**src/rtl/line_seg_pkg.sv**
```systemverilog
// Shared types for the vector line path between the AVG core and the
// line rasteriser.
//   COORD_W_DEF / COLOR_W_DEF : default coordinate and colour widths
//   LINE_FIFO_DEPTH_DEF       : default segment queue depth
//   line_seg_t                : one line segment (start, end, colour)
package line_seg_pkg;

  localparam int COORD_W_DEF         = 11;
  localparam int COLOR_W_DEF         = 3;
  localparam int LINE_FIFO_DEPTH_DEF = 8;

  typedef struct packed {
    logic [COORD_W_DEF-1:0] start_x;
    logic [COORD_W_DEF-1:0] start_y;
    logic [COORD_W_DEF-1:0] end_x;
    logic [COORD_W_DEF-1:0] end_y;
    logic [COLOR_W_DEF-1:0] color;
  } line_seg_t;

endpackage

```
**src/rtl/line_seg_fifo_mem.sv**
```systemverilog
// Register array backing the line segment queue.
// One synchronous write port, one asynchronous (combinational) read port.
// The array is deliberately not reset.
//   clk_i   : clock
//   we_i    : write enable
//   waddr_i : write address
//   wdata_i : write data
//   raddr_i : read address
//   rdata_o : read data, combinational from raddr_i
module line_seg_fifo_mem #(
  parameter  int WIDTH = 47,
  parameter  int DEPTH = 8,
  localparam int AW    = $clog2(DEPTH)
) (
  input  logic             clk_i,
  input  logic             we_i,
  input  logic [AW-1:0]    waddr_i,
  input  logic [WIDTH-1:0] wdata_i,
  input  logic [AW-1:0]    raddr_i,
  output logic [WIDTH-1:0] rdata_o
);

  logic [WIDTH-1:0] mem_q [DEPTH];

  always_ff @(posedge clk_i) begin
    if (we_i) mem_q[waddr_i] <= wdata_i;
  end

  assign rdata_o = mem_q[raddr_i];

endmodule

```
**src/rtl/line_seg_fifo.sv**
```systemverilog
// First-word-fall-through line segment queue between the AVG core
// (producer) and the line rasteriser (consumer).
//   clk, rst (sync, active-high), flush   : clocking / frame restart
//   in_valid/in_ready, in_*               : producer side
//   out_valid/out_ready, out_*            : consumer side, head shown while valid
//   count, almost_full, dropped           : occupancy and sticky overflow flag
// Optional build macro LINE_SEG_FIFO_STATS_EN adds drop_count (saturating
// count of discarded pushes) and high_water (peak occupancy).
module line_seg_fifo
  import line_seg_pkg::*;
#(
  parameter  int COORD_W   = COORD_W_DEF,
  parameter  int COLOR_W   = COLOR_W_DEF,
  parameter  int DEPTH     = LINE_FIFO_DEPTH_DEF,
  parameter  int AF_THRESH = DEPTH - 2,
  localparam int AW        = $clog2(DEPTH),
  localparam int CW        = AW + 1
) (
  input  logic               clk,
  input  logic               rst,
  input  logic               flush,
  input  logic               in_valid,
  output logic               in_ready,
  input  logic [COORD_W-1:0] in_start_x,
  input  logic [COORD_W-1:0] in_start_y,
  input  logic [COORD_W-1:0] in_end_x,
  input  logic [COORD_W-1:0] in_end_y,
  input  logic [COLOR_W-1:0] in_color,
  output logic               out_valid,
  input  logic               out_ready,
  output logic [COORD_W-1:0] out_start_x,
  output logic [COORD_W-1:0] out_start_y,
  output logic [COORD_W-1:0] out_end_x,
  output logic [COORD_W-1:0] out_end_y,
  output logic [COLOR_W-1:0] out_color,
  output logic [CW-1:0]      count,
  output logic               almost_full,
  output logic               dropped
`ifdef LINE_SEG_FIFO_STATS_EN
  ,
  output logic [15:0]        drop_count,
  output logic [CW-1:0]      high_water
`endif
);

  localparam int EW = 4 * COORD_W + COLOR_W;

  logic [AW-1:0] wr_ptr_q, wr_ptr_d;
  logic [AW-1:0] rd_ptr_q, rd_ptr_d;
  logic [CW-1:0] count_q, count_d;
  logic          dropped_q, dropped_d;
  logic          full, push, pop, wr_en;
  logic [EW-1:0] wr_data, rd_data;

  assign full        = (count_q == CW'(DEPTH));
  assign in_ready    = !full;
  assign out_valid   = (count_q != '0);
  assign push        = in_valid && !full;
  assign pop         = out_valid && out_ready;
  assign almost_full = (count_q >= CW'(AF_THRESH));
  assign count       = count_q;
  assign dropped     = dropped_q;

  always_comb begin
    wr_ptr_d  = wr_ptr_q;
    rd_ptr_d  = rd_ptr_q;
    count_d   = count_q;
    dropped_d = dropped_q;
    if (flush) begin
      wr_ptr_d  = '0;
      rd_ptr_d  = '0;
      count_d   = '0;
      dropped_d = 1'b0;
    end else begin
      if (push) wr_ptr_d = wr_ptr_q + AW'(1);
      if (pop)  rd_ptr_d = rd_ptr_q + AW'(1);
      count_d = count_q + CW'(push) - CW'(pop);
      // a pop in the same cycle does not make room for this push
      if (in_valid && full) dropped_d = 1'b1;
    end
  end

  always_ff @(posedge clk) begin
    if (rst) begin
      wr_ptr_q  <= '0;
      rd_ptr_q  <= '0;
      count_q   <= '0;
      dropped_q <= 1'b0;
    end else begin
      wr_ptr_q  <= wr_ptr_d;
      rd_ptr_q  <= rd_ptr_d;
      count_q   <= count_d;
      dropped_q <= dropped_d;
    end
  end

  // flush discards a same-cycle push, so the array is left untouched
  assign wr_en   = push && !flush;
  assign wr_data = {in_start_x, in_start_y, in_end_x, in_end_y, in_color};

  line_seg_fifo_mem #(
    .WIDTH (EW),
    .DEPTH (DEPTH)
  ) u_mem (
    .clk_i   (clk),
    .we_i    (wr_en),
    .waddr_i (wr_ptr_q),
    .wdata_i (wr_data),
    .raddr_i (rd_ptr_q),
    .rdata_o (rd_data)
  );

  // stale array contents are never exposed while the queue is empty
  assign {out_start_x, out_start_y, out_end_x, out_end_y, out_color} =
    out_valid ? rd_data : '0;

`ifdef LINE_SEG_FIFO_STATS_EN
  logic [15:0]   drop_cnt_q, drop_cnt_d;
  logic [CW-1:0] hw_q, hw_d;

  always_comb begin
    drop_cnt_d = drop_cnt_q;
    hw_d       = hw_q;
    if (flush) begin
      drop_cnt_d = '0;
      hw_d       = '0;
    end else begin
      if (in_valid && full && (drop_cnt_q != 16'hFFFF))
        drop_cnt_d = drop_cnt_q + 16'd1;
      // track post-edge occupancy
      if (count_d > hw_q) hw_d = count_d;
    end
  end

  always_ff @(posedge clk) begin
    if (rst) begin
      drop_cnt_q <= '0;
      hw_q       <= '0;
    end else begin
      drop_cnt_q <= drop_cnt_d;
      hw_q       <= hw_d;
    end
  end

  assign drop_count = drop_cnt_q;
  assign high_water = hw_q;
`endif

endmodule

```
**config.mk**
```make
export PLATFORM = sky130hd
export DESIGN_NAME = line_seg_fifo
export DESIGN_NICKNAME = d
export VERILOG_FILES = /design/src/rtl/line_seg_pkg.sv /design/src/rtl/line_seg_fifo_mem.sv /design/src/rtl/line_seg_fifo.sv
export SDC_FILE = /design/constraint.sdc
export NUM_CORES = 1
export LEC_CHECK = 0
export BUFFER_PORTS_ARGS = -buffer_cell sky130_fd_sc_hd__buf_4
export CAP_MARGIN = 30
export CORE_MARGIN = 2
export CORE_UTILIZATION = 50
export DETAILED_ROUTE_END_ITERATION = 8
export GPL_ROUTABILITY_DRIVEN = 0
export GPL_TIMING_DRIVEN = 0
export PLACE_DENSITY = 0.79
export SLEW_MARGIN = 25
export SYNTH_ARGS = -nofsm -noshare
export SYNTH_HDL_FRONTEND = slang
export SYNTH_SLANG_ARGS = --single-unit
```
**constraint.sdc**
```tcl
create_clock -name clk -period 16.6 [get_ports clk]
set_clock_uncertainty 0.1 [all_clocks]
set_input_delay 0.83 -clock clk [delete_from_list [all_inputs] [get_ports clk]]
set_output_delay 0.83 -clock clk [all_outputs]
set_load 0.01 [all_outputs]
```
==> results of run 1 <==
==> layer usage <==
layer	part of all wire	track usage	up-vias
li1	-	-	3133
met1	0.42	0.292	3852
met2	0.49	0.321	273
met3	0.074	0.0446	37
met4	0.014	0.0472	0
met5	0	0	-
==> cell families after synthesis <==
family	share of synthesized area
mux	0.144
buf+inv	0.0191
flops	0.779
simple gates	0.0142
xor+xnor	0.00118
fa+ha+maj	0.00809
compound gates	0.0343
==> cell type report <==
type	count	area, sq um	share of cell area
buffer	32	246	0.0138
clock buffer	50	1070	0.0599
clock inverter	19	121	0.00679
inverter	10	37.5	0.00210
multi-input combinational	209	3050	0.171
sequential	390	11600	0.647
tap	390	488	0.0273
timing repair buffer	156	1290	0.0722
==> per-stage QoR <==
step	cell area, sq um	setup WS, ns
finish	17900	12.92
global route	17900	12.75
CTS	17900	12.87
detailed placement	16700	13.44
global placement	16100	5.51
floorplan	14900	9.86
==> cells in the final DEF, fill, tap and decap left out, types with 2 or more instances in the layout <==
cell type / count
a21oi_1: 11
a22o_1: 47
and2_1: 3
buf_1: 6
buf_12: 4
buf_16: 6
buf_2: 24
buf_4: 128
buf_6: 12
buf_8: 2
clkbuf_1: 14
clkbuf_16: 41
clkinv_1: 8
clkinv_2: 6
clkinvlp_4: 3
dfxtp_1: 14
edfxtp_1: 376
ha_1: 8
inv_1: 9
mux4_1: 4
mux4_2: 90
nand2_1: 7
nand3_1: 3
nor2_1: 8
nor2_4: 3
nor3_2: 3
o21ai_0: 4
o31ai_1: 2
or3_1: 3
or4_1: 2
==> worst min-delay path, delay by kind of cell, from the launching register on <==
kind / cells / cell delay, ns
flops: 1 / 0.33
simple gates: 1 / 0.08
compound gates: 1 / 0.04
==> worst max-delay path by stage <==
| stage | start | depth (start not counted) | to | slack, ns |
|---|---|---|---|---|
| 2_1_floorplan | count[2]$_SDFF_PP0_ | 6 | u_mem.mem_q[0][0]$_DFFE_PP_ | 9.86 |
| 3_3_place_gp | count[2]$_SDFF_PP0_ | 6 | u_mem.mem_q[0][24]$_DFFE_PP_ | 5.51 |
| 3_5_place_dp | count[2]$_SDFF_PP0_ | 8 | out_end_x[1] | 13.44 |
| 4_1_cts | count[2]$_SDFF_PP0_ | 8 | out_end_x[1] | 12.87 |
| 5_1_grt | count[2]$_SDFF_PP0_ | 8 | out_end_y[9] | 12.75 |
| 6_report | count[2]$_SDFF_PP0_ | 8 | out_end_x[4] | 12.92 |
==> where the power goes <==
group	total [mW]	internal [mW]	leakage [nW]	switching [mW]
sequential	1.10	1.09	3.51	0.00506
clock	0.819	0.471	0.577	0.349
combinational	0.224	0.107	1.85	0.117
==> registers in the layout, summed over array words and instances (netlist names), named ones only <==
register and cells:
dropped 1, rd_ptr_q 3, wr_ptr_q 3, u_mem.mem_q 376, count 4
==> impl_metrics.json, run 1 <==
{
  "status": "finished clean",
  "core_sq_um": 29500,
  "grt_max_degree": 19,
  "placement.io_buffers": 106,
  "grt-ovfl-total": 0,
  "cts_max_path_buffers": 3,
  "synth-main-ff-cell": "edfxtp_1",
  "rr_startpoint": "count[2]$_SDFF_PP0_",
  "slew_headroom": 0.475,
  "ys_seq_area_frac": 0.779,
  "crit_type": "reg2out",
  "initial_utilization": 0.504,
  "synth_area_sq_um": 14900,
  "cp-end-kind": "output pin",
  "peakVddDrop_v": 0.0000895,
  "drtIter0Drc": 783,
  "final_max_slew_viol_count": 0,
  "whs_ns": 0.387,
  "wl_per_cell_microns": 24.4,
  "h-tree-depth": 2,
  "root_buffer": "clkbuf_16",
  "gr-usage-all-layers": 0.202,
  "power.density_nw_per_um2": 120,
  "nNetsFinal": 899,
  "period_needed_ns": 3.68,
  "avgViaCountPerCell": 5.81,
  "clock-sinks": 390,
  "clock_latency_ns": 0.52,
  "synth_commonest_cells": "376 x edfxtp_1, 90 x mux4_2, 47 x a22o_1",
  "syn_area_per_cell_sq_um": 23.2,
  "power_leakage_nw": 5.94,
  "yosys.area.top_type": "edfxtp_1",
  "place_inst": 1187,
  "grt_setup_unrepaired": "no",
  "drive_gt1_frac": 0.382,
  "fin_crit_sh": 0.221,
  "hp-class": "reg2reg",
  "rows": 63,
  "r2r_slack_ns": 13.49,
  "ys_types": 36,
  "hold_violations": 0,
  "cp_max_fo": 10,
  "fin_total_pwr_mw": 2.14,
  "antenna_found_initial": 0,
  "layoutNonFillerInstCount": 1256,
  "drtPass1Iterations": 5,
  "routed_wl_mm": 30.7,
  "yosys_warnings": 0,
  "hpwl_mm": 19.9,
  "post_cts_resized": 0,
  "critPathTopFamily": "buffers and inverters",
  "die-width_microns": 176,
  "drc": 0,
  "syn_nets": 702,
  "synth_area_leaders": "edfxtp_1 76%, mux4_2 14%, a22o_1 2.8%",
  "path_buf_inv": 4,
  "fillers": 2068,
  "grt_pass1_vias": 7652,
  "via_count": 7295,
  "reg2reg_depth": 10,
  "syn_inst": 641,
  "worst_pin_slew_ns": 0.788,
  "cp_cell_sequence": "inv_1 -> ha_1 -> nor3b_4 -> nor2_1 -> buf_2 -> buf_1 -> a22o_1 -> buf_4",
  "required_ns": 15.67,
  "yosysTopAreaCellShare": 0.760,
  "numCtsBuffers": 39,
  "synthArstFlopShare": 0,
  "setup_viol": 0,
  "critPathMaxStageDelay_ns": 0.56,
  "fp.dieH_microns": 176,
  "ios": 107,
  "cts_setup_buffers": 0,
  "critPathLaunchType": "flip-flop",
  "hold_depth": 2,
  "slowest_stage": "buf_1",
  "synth_edf_count": 376,
  "hp-start": "dropped$_SDFFE_PP0P_",
  "yosysMostFrequentCell": "edfxtp_1",
  "antenna_left": 0,
  "grt_pass1_wl_mm": 46.0,
  "hold_buffers": 0,
  "diodes": 0,
  "clk_pin_slew_ns": 0.06,
  "synth-seq-cells": 390,
  "dieArea_sq_um": 31100,
  "area.growth.synth_to_final_pct": 20.3,
  "fmax_ghz": 0.272,
  "cts_tree": "done",
  "tns_ns": 0,
  "min_to": "dropped$_SDFFE_PP0P_",
  "arrival_ns": 2.75,
  "utilization": 0.606,
  "maxCapViolations": 0,
  "r2r_end": "u_mem.mem_q[4][17]$_DFFE_PP_"
}
(Power assumes the default switching activity.)
==> run 2: changes to the inputs <==
==> constraint.sdc (replaced) <==
create_clock -name clk -period 3.7 [get_ports clk]
set_clock_uncertainty 0.1 [all_clocks]
set_input_delay 0.185 -clock clk [delete_from_list [all_inputs] [get_ports clk]]
set_output_delay 0.185 -clock clk [all_outputs]
set_load 0.01 [all_outputs]
==> run 2 against run 1 <==
  * Sequential power increased to 4.5 times the previous value
  * Register-to-register slack got worse by 13 ns
  * Worst setup slack got worse by 12 ns
  * Non-clock buffer count increased by 45
  * Utilization increased by 2.4 points
  * Via count increased by 3.4%
  * Design area increased by 4.0%
  * Critical path depth unchanged
  * Largest cell class unchanged
==> impl_metrics.json, run 2 (synthesis gave the netlist of run 1 again) <==
{
  "hold_buffers": 53,
  "wl_per_cell_microns": 23.8,
  "final_common_cell": "edfxtp_1",
  "fmax_ghz": 0.326,
  "core_sq_um": 29500,
  "placement.io_buffers": 106,
  "setup_viol": 0,
  "avgViaCountPerCell": 5.79,
  "final_max_slew_viol_count": 0,
  "cp_max_fo": 10,
  "largest_reg_flops": 376,
  "r2r_end": "u_mem.mem_q[4][17]$_DFFE_PP_",
  "via_count": 7545,
  "cts_setup_buffers": 0,
  "hold_violations": 0,
  "antenna_left": 0,
  "drtPass1Iterations": 5,
  "cp_cell_sequence": "inv_1 -> ha_1 -> nor3b_4 -> nor2_1 -> buf_2 -> buf_1 -> a22o_1 -> buf_4",
  "regMostFlops": "u_mem.mem_q",
  "power_frac_seq": 0.488,
  "layoutNonFillerInstCount": 1302,
  "grt_max_degree": 19,
  "ios": 107,
  "fp.dieH_microns": 176,
  "critPathTopFamily": "buffers and inverters",
  "routed_wl_mm": 31.0,
  "hpwl_mm": 19.9,
  "clock-sinks": 390,
  "grt_pass1_wl_mm": 47.0,
  "clock_latency_ns": 0.52,
  "slowest_stage": "buf_1",
  "gr-usage-all-layers": 0.203,
  "numCtsBuffers": 39,
  "intPower_mw": 7.92,
  "area.growth.synth_to_final_pct": 25.1,
  "status": "finished clean",
  "crit_type": "reg2out",
  "path_buf_inv": 4,
  "dieArea_sq_um": 31100,
  "place_inst": 1179,
  "grt-ovfl-total": 0,
  "period_needed_ns": 3.07,
  "antenna_found_initial": 1,
  "fin_crit_sh": 0.829,
  "cp-end-kind": "output pin",
  "reg2reg_depth": 9,
  "grt_setup_unrepaired": "no",
  "drive_gt1_frac": 0.362,
  "power_leakage_nw": 6.21,
  "clkPwrFrac": 0.406,
  "peakVddDrop_v": 0.000433,
  "final_cell_mix": "376 x edfxtp_1, 123 x buf_4, 90 x mux4_2",
  "die-width_microns": 176,
  "rr_startpoint": "count[2]$_SDFF_PP0_",
  "slew_headroom": 0.473,
  "arrival_ns": 2.78,
  "p_sw_frac": 0.214,
  "fin_total_pwr_mw": 10.1,
  "grt_pass1_vias": 8001,
  "initial_utilization": 0.504,
  "fillers": 2005,
  "h-tree-depth": 2,
  "r2r_slack_ns": 0.66,
  "hold_depth": 2,
  "drtIter0Drc": 782,
  "critPathLaunchType": "flip-flop",
  "critPathMaxStageDelay_ns": 0.55,
  "maxCapViolations": 0,
  "cts_max_path_buffers": 3,
  "hp-class": "in2reg",
  "required_ns": 3.41,
  "power.density_nw_per_um2": 543,
  "rows": 63,
  "min_to": "u_mem.mem_q[3][37]$_DFFE_PP_",
  "p_sw_mw": 2.16,
  "pwr-share-comb": 0.106,
  "nNetsFinal": 944,
  "worst_pin_slew_ns": 0.791,
  "cts_tree": "done",
  "clk_pin_slew_ns": 0.06,
  "post_cts_resized": 0,
  "diodes": 0,
  "drc": 0,
  "root_buffer": "clkbuf_16",
  "hp-start": "in_start_x[1]"
}
## run 2: changes by cell type in the layout (fill, tap and decap cells not counted), moves of 3 or more
cell,before,now
bufinv_16,1,7
clkinv_2,6,9
buf_6,12,24
buf_4,128,123
clkbuf_1,14,7
buf_8,2,6
buf_2,24,8
dlygate4sd3_1,0,53
## run 2: routing by layer
| layer | global-route usage | up-vias | part of all wire | wire length [microns] |
|---|---|---|---|---|
| li1 | - | 3220 | - | - |
| met1 | 0.285 | 3950 | 0.41 | 12800 |
| met2 | 0.333 | 315 | 0.49 | 15300 |
| met3 | 0.0413 | 58 | 0.071 | 2210 |
| met4 | 0.0510 | 2 | 0.021 | 637 |
| met5 | 0 | - | 0.00045 | 14 |
## run 2: power by group through the flow
stage	sequential, mW	clock (mW)	combinational, mW
after CTS	4.92	4.14	1.08
after floorplan	5.02	0	0.530
final	4.92	4.09	1.07
after global placement	5.02	0	0.986
after global routing	4.92	4.31	1.15
after detailed placement	5.02	0	1.02
## run 2: how the worst max path moves through the flow
stage | startpoint | end | cells past startpoint
final | count[2]$_SDFF_PP0_ | out_end_y[8] | 8
after global routing | count[2]$_SDFF_PP0_ | count[3]$_SDFF_PP0_ | 11
after CTS | count[2]$_SDFF_PP0_ | out_start_y[8] | 8
after detailed placement | count[2]$_SDFF_PP0_ | u_mem.mem_q[4][17]$_DFFE_PP_ | 9
after global placement | count[2]$_SDFF_PP0_ | u_mem.mem_q[1][21]$_DFFE_PP_ | 6
after floorplan | count[2]$_SDFF_PP0_ | u_mem.mem_q[1][0]$_DFFE_PP_ | 6
## run 2: stage by stage
| step | TNS, ns | setup WS, ns | instance area [sq um] | hold slack, ns | utilization |
|---|---|---|---|---|---|
| floorplan | -230.76 | -1.36 | 14900 | 0.184 | - |
| global placement | -1082.34 | -4.37 | 16200 | 0.316 | 0.548 |
| detailed placement | 0 | 0.670 | 16700 | 0.319 | 0.567 |
| CTS | 0 | 0.613 | 18600 | 0.326 | 0.630 |
| global route | 0 | 0.467 | 18600 | 0.342 | 0.630 |
| finish | 0 | 0.634 | 18600 | 0.343 | 0.630 |
## run 2: area by class of cell
class | instances | area, sq um | share of cell area
clock buffers | 42 | 1030 | 0.0554
plain buffers | 32 | 246 | 0.0133
flip-flops and latches | 390 | 11600 | 0.623
well taps | 390 | 488 | 0.0263
repair buffers | 201 | 1820 | 0.0981
multi-input cells | 209 | 3070 | 0.165
clock inverters | 28 | 320 | 0.0172
inverters | 10 | 37.5 | 0.00202
==> run 3: changes to the inputs <==
--- a/config.mk
+++ b/config.mk
@@ -12,7 +12,7 @@
 export DETAILED_ROUTE_END_ITERATION = 8
 export GPL_ROUTABILITY_DRIVEN = 0
 export GPL_TIMING_DRIVEN = 0
-export PLACE_DENSITY = 0.79
+export PLACE_DENSITY = 0.82
 export SLEW_MARGIN = 25
 export SYNTH_ARGS = -nofsm -noshare
 export SYNTH_HDL_FRONTEND = slang
==> constraint.sdc (replaced) <==
create_clock -name clk -period 2.76 [get_ports clk]
set_clock_uncertainty 0.1 [all_clocks]
set_input_delay 0.138 -clock clk [delete_from_list [all_inputs] [get_ports clk]]
set_output_delay 0.138 -clock clk [all_outputs]
set_load 0.01 [all_outputs]
==> run 3 against run 2 <==
  * Sequential power increased by 34%
  * Global-route usage increased by 0.27 points
  * Non-clock buffer count decreased by 10
  * Flip-flop and latch count unchanged
  * Largest cell class unchanged
==> impl_metrics.json, run 3 (synthesis gave the netlist of run 1 again) <==
{
  "whs_ns": 0.291,
  "arrival_ns": 2.41,
  "drive_gt1_frac": 0.367,
  "power_leakage_nw": 6.13,
  "reg2reg_depth": 10,
  "setup_viol": 0,
  "worst_pin_slew_ns": 0.755,
  "ios": 107,
  "r2r_end": "u_mem.mem_q[1][30]$_DFFE_PP_",
  "core_sq_um": 29500,
  "peakVddDrop_v": 0.000537,
  "antenna_found_initial": 1,
  "cp_cell_sequence": "inv_2 -> ha_1 -> nor3b_4 -> inv_2 -> and2_1 -> buf_6 -> buf_6 -> a22o_4 -> buf_4",
  "rows": 63,
  "drtIter0Drc": 845,
  "wl_per_cell_microns": 24.3,
  "routed_wl_mm": 31.4,
  "via_count": 7496,
  "hold_violations": 0,
  "dieArea_sq_um": 31100,
  "grt_pass1_wl_mm": 47.3,
  "required_ns": 2.52,
  "cp_max_fo": 10,
  "status": "finished clean",
  "maxCapViolations": 0,
  "period_needed_ns": 2.65,
  "final_cell_mix": "376 x edfxtp_1, 112 x buf_4, 90 x mux4_2",
  "root_buffer": "clkbuf_16",
  "antenna_left": 0,
  "clock-sinks": 390,
  "nNetsFinal": 934,
  "cp_num_cells": 9,
  "regMostFlops": "u_mem.mem_q",
  "place_inst": 1168,
  "initial_utilization": 0.504,
  "final_area_sq_um": 18500,
  "placement.io_buffers": 106,
  "critPathTopFamily": "buffers and inverters",
  "rr_startpoint": "count[2]$_SDFF_PP0_",
  "clk_pin_slew_ns": 0.06,
  "fp.dieH_microns": 176,
  "largest_reg_flops": 376,
  "clock_latency_ns": 0.52,
  "placed_area_sq_um": 16700,
  "hp-class": "in2reg",
  "drtPass1Iterations": 5,
  "drc": 0,
  "cp-end-kind": "output pin",
  "cts_tree": "done",
  "gr-usage-all-layers": 0.206,
  "path_buf_inv": 5,
  "fmax_ghz": 0.378,
  "slew_headroom": 0.496,
  "avgViaCountPerCell": 5.80,
  "critPathMaxStageDelay_ns": 0.34,
  "endpoint": "out_start_x[8]",
  "grt-ovfl-total": 0,
  "grt_max_degree": 20,
  "grt_pass1_vias": 7838,
  "final_common_cell": "edfxtp_1",
  "r2r_slack_ns": 0.18,
  "layoutNonFillerInstCount": 1292,
  "critPathLaunchType": "flip-flop",
  "numCtsBuffers": 39,
  "area.growth.synth_to_final_pct": 24.6,
  "fin_crit_sh": 0.959,
  "slowest_stage": "dfxtp_1",
  "crit_type": "reg2out",
  "power.density_nw_per_um2": 714,
  "die-width_microns": 176,
  "critPathLaunch": "count[3]$_SDFF_PP0_",
  "h-tree-depth": 2,
  "final_max_slew_viol_count": 0,
  "cts_max_path_buffers": 3,
  "hpwl_mm": 19.7
}
==> run 3: report_power, final <==
part | switching [mW] | total (mW) | leakage, nW | internal [mW]
registers | 0.0349 | 6.60 | 3.51 | 6.57
logic | 0.745 | 1.48 | 2.02 | 0.732
clock network | 2.14 | 5.14 | 0.607 | 3.00
==> run 3: area by class of cell <==
class	count	area, sq um
Clock inverter	20	184
Buffer	32	270
Fill cell	1979	11000
Sequential cell	390	11600
Multi-Input combinational cell	209	3120
Inverter	10	37.5
Tap cell	390	488
Timing Repair Buffer	191	1780
Clock buffer	49	1060
Antenna cell	1	2.50
==> run 3: worst min-delay path by stage <==
stage	from	to	slack, ns	depth (start not counted)
finish	in_end_y[7]	u_mem.mem_q[4][10]$_DFFE_PP_	0.29	2
global route	in_end_x[5]	u_mem.mem_q[1][19]$_DFFE_PP_	0.30	2
CTS	in_end_y[4]	u_mem.mem_q[2][7]$_DFFE_PP_	0.28	2
detailed placement	in_start_x[6]	u_mem.mem_q[3][42]$_DFFE_PP_	0.27	1
global placement	in_end_y[1]	u_mem.mem_q[2][4]$_DFFE_PP_	0.27	1
floorplan	in_color[0]	u_mem.mem_q[0][0]$_DFFE_PP_	0.14	0
==> run 3: through the flow <==
stage               power [mW]  setup WS (ns)  utilization  setup TNS (ns)
finish                    13.2          0.112        0.628               0
global route              13.6        -0.0119        0.628         -0.0188
CTS                       13.3         0.0358        0.627               0
detailed placement        8.11       -0.00195        0.567         -0.0124
global placement          8.06          -1.79        0.551         -370.55
floorplan                 7.45         -0.396            -          -39.82
==> run 3: per-layer routing <==
metal / vias up / share of wire / track usage
met4: 0 / 0.021 / 0.0537
met5: - / 0 / 0
met1: 3909 / 0.40 / 0.277
li1: 3199 / - / -
met2: 329 / 0.51 / 0.354
met3: 59 / 0.066 / 0.0351
==> run 3: what timing repair did <==
action                     4_1_cts  5_1_grt
pin swaps                        1        2
gates resized for setup          7        9
hold buffers                    52        0
hold endpoints to repair       392        0
buffers inserted                 1        1
setup endpoints to repair       50       52
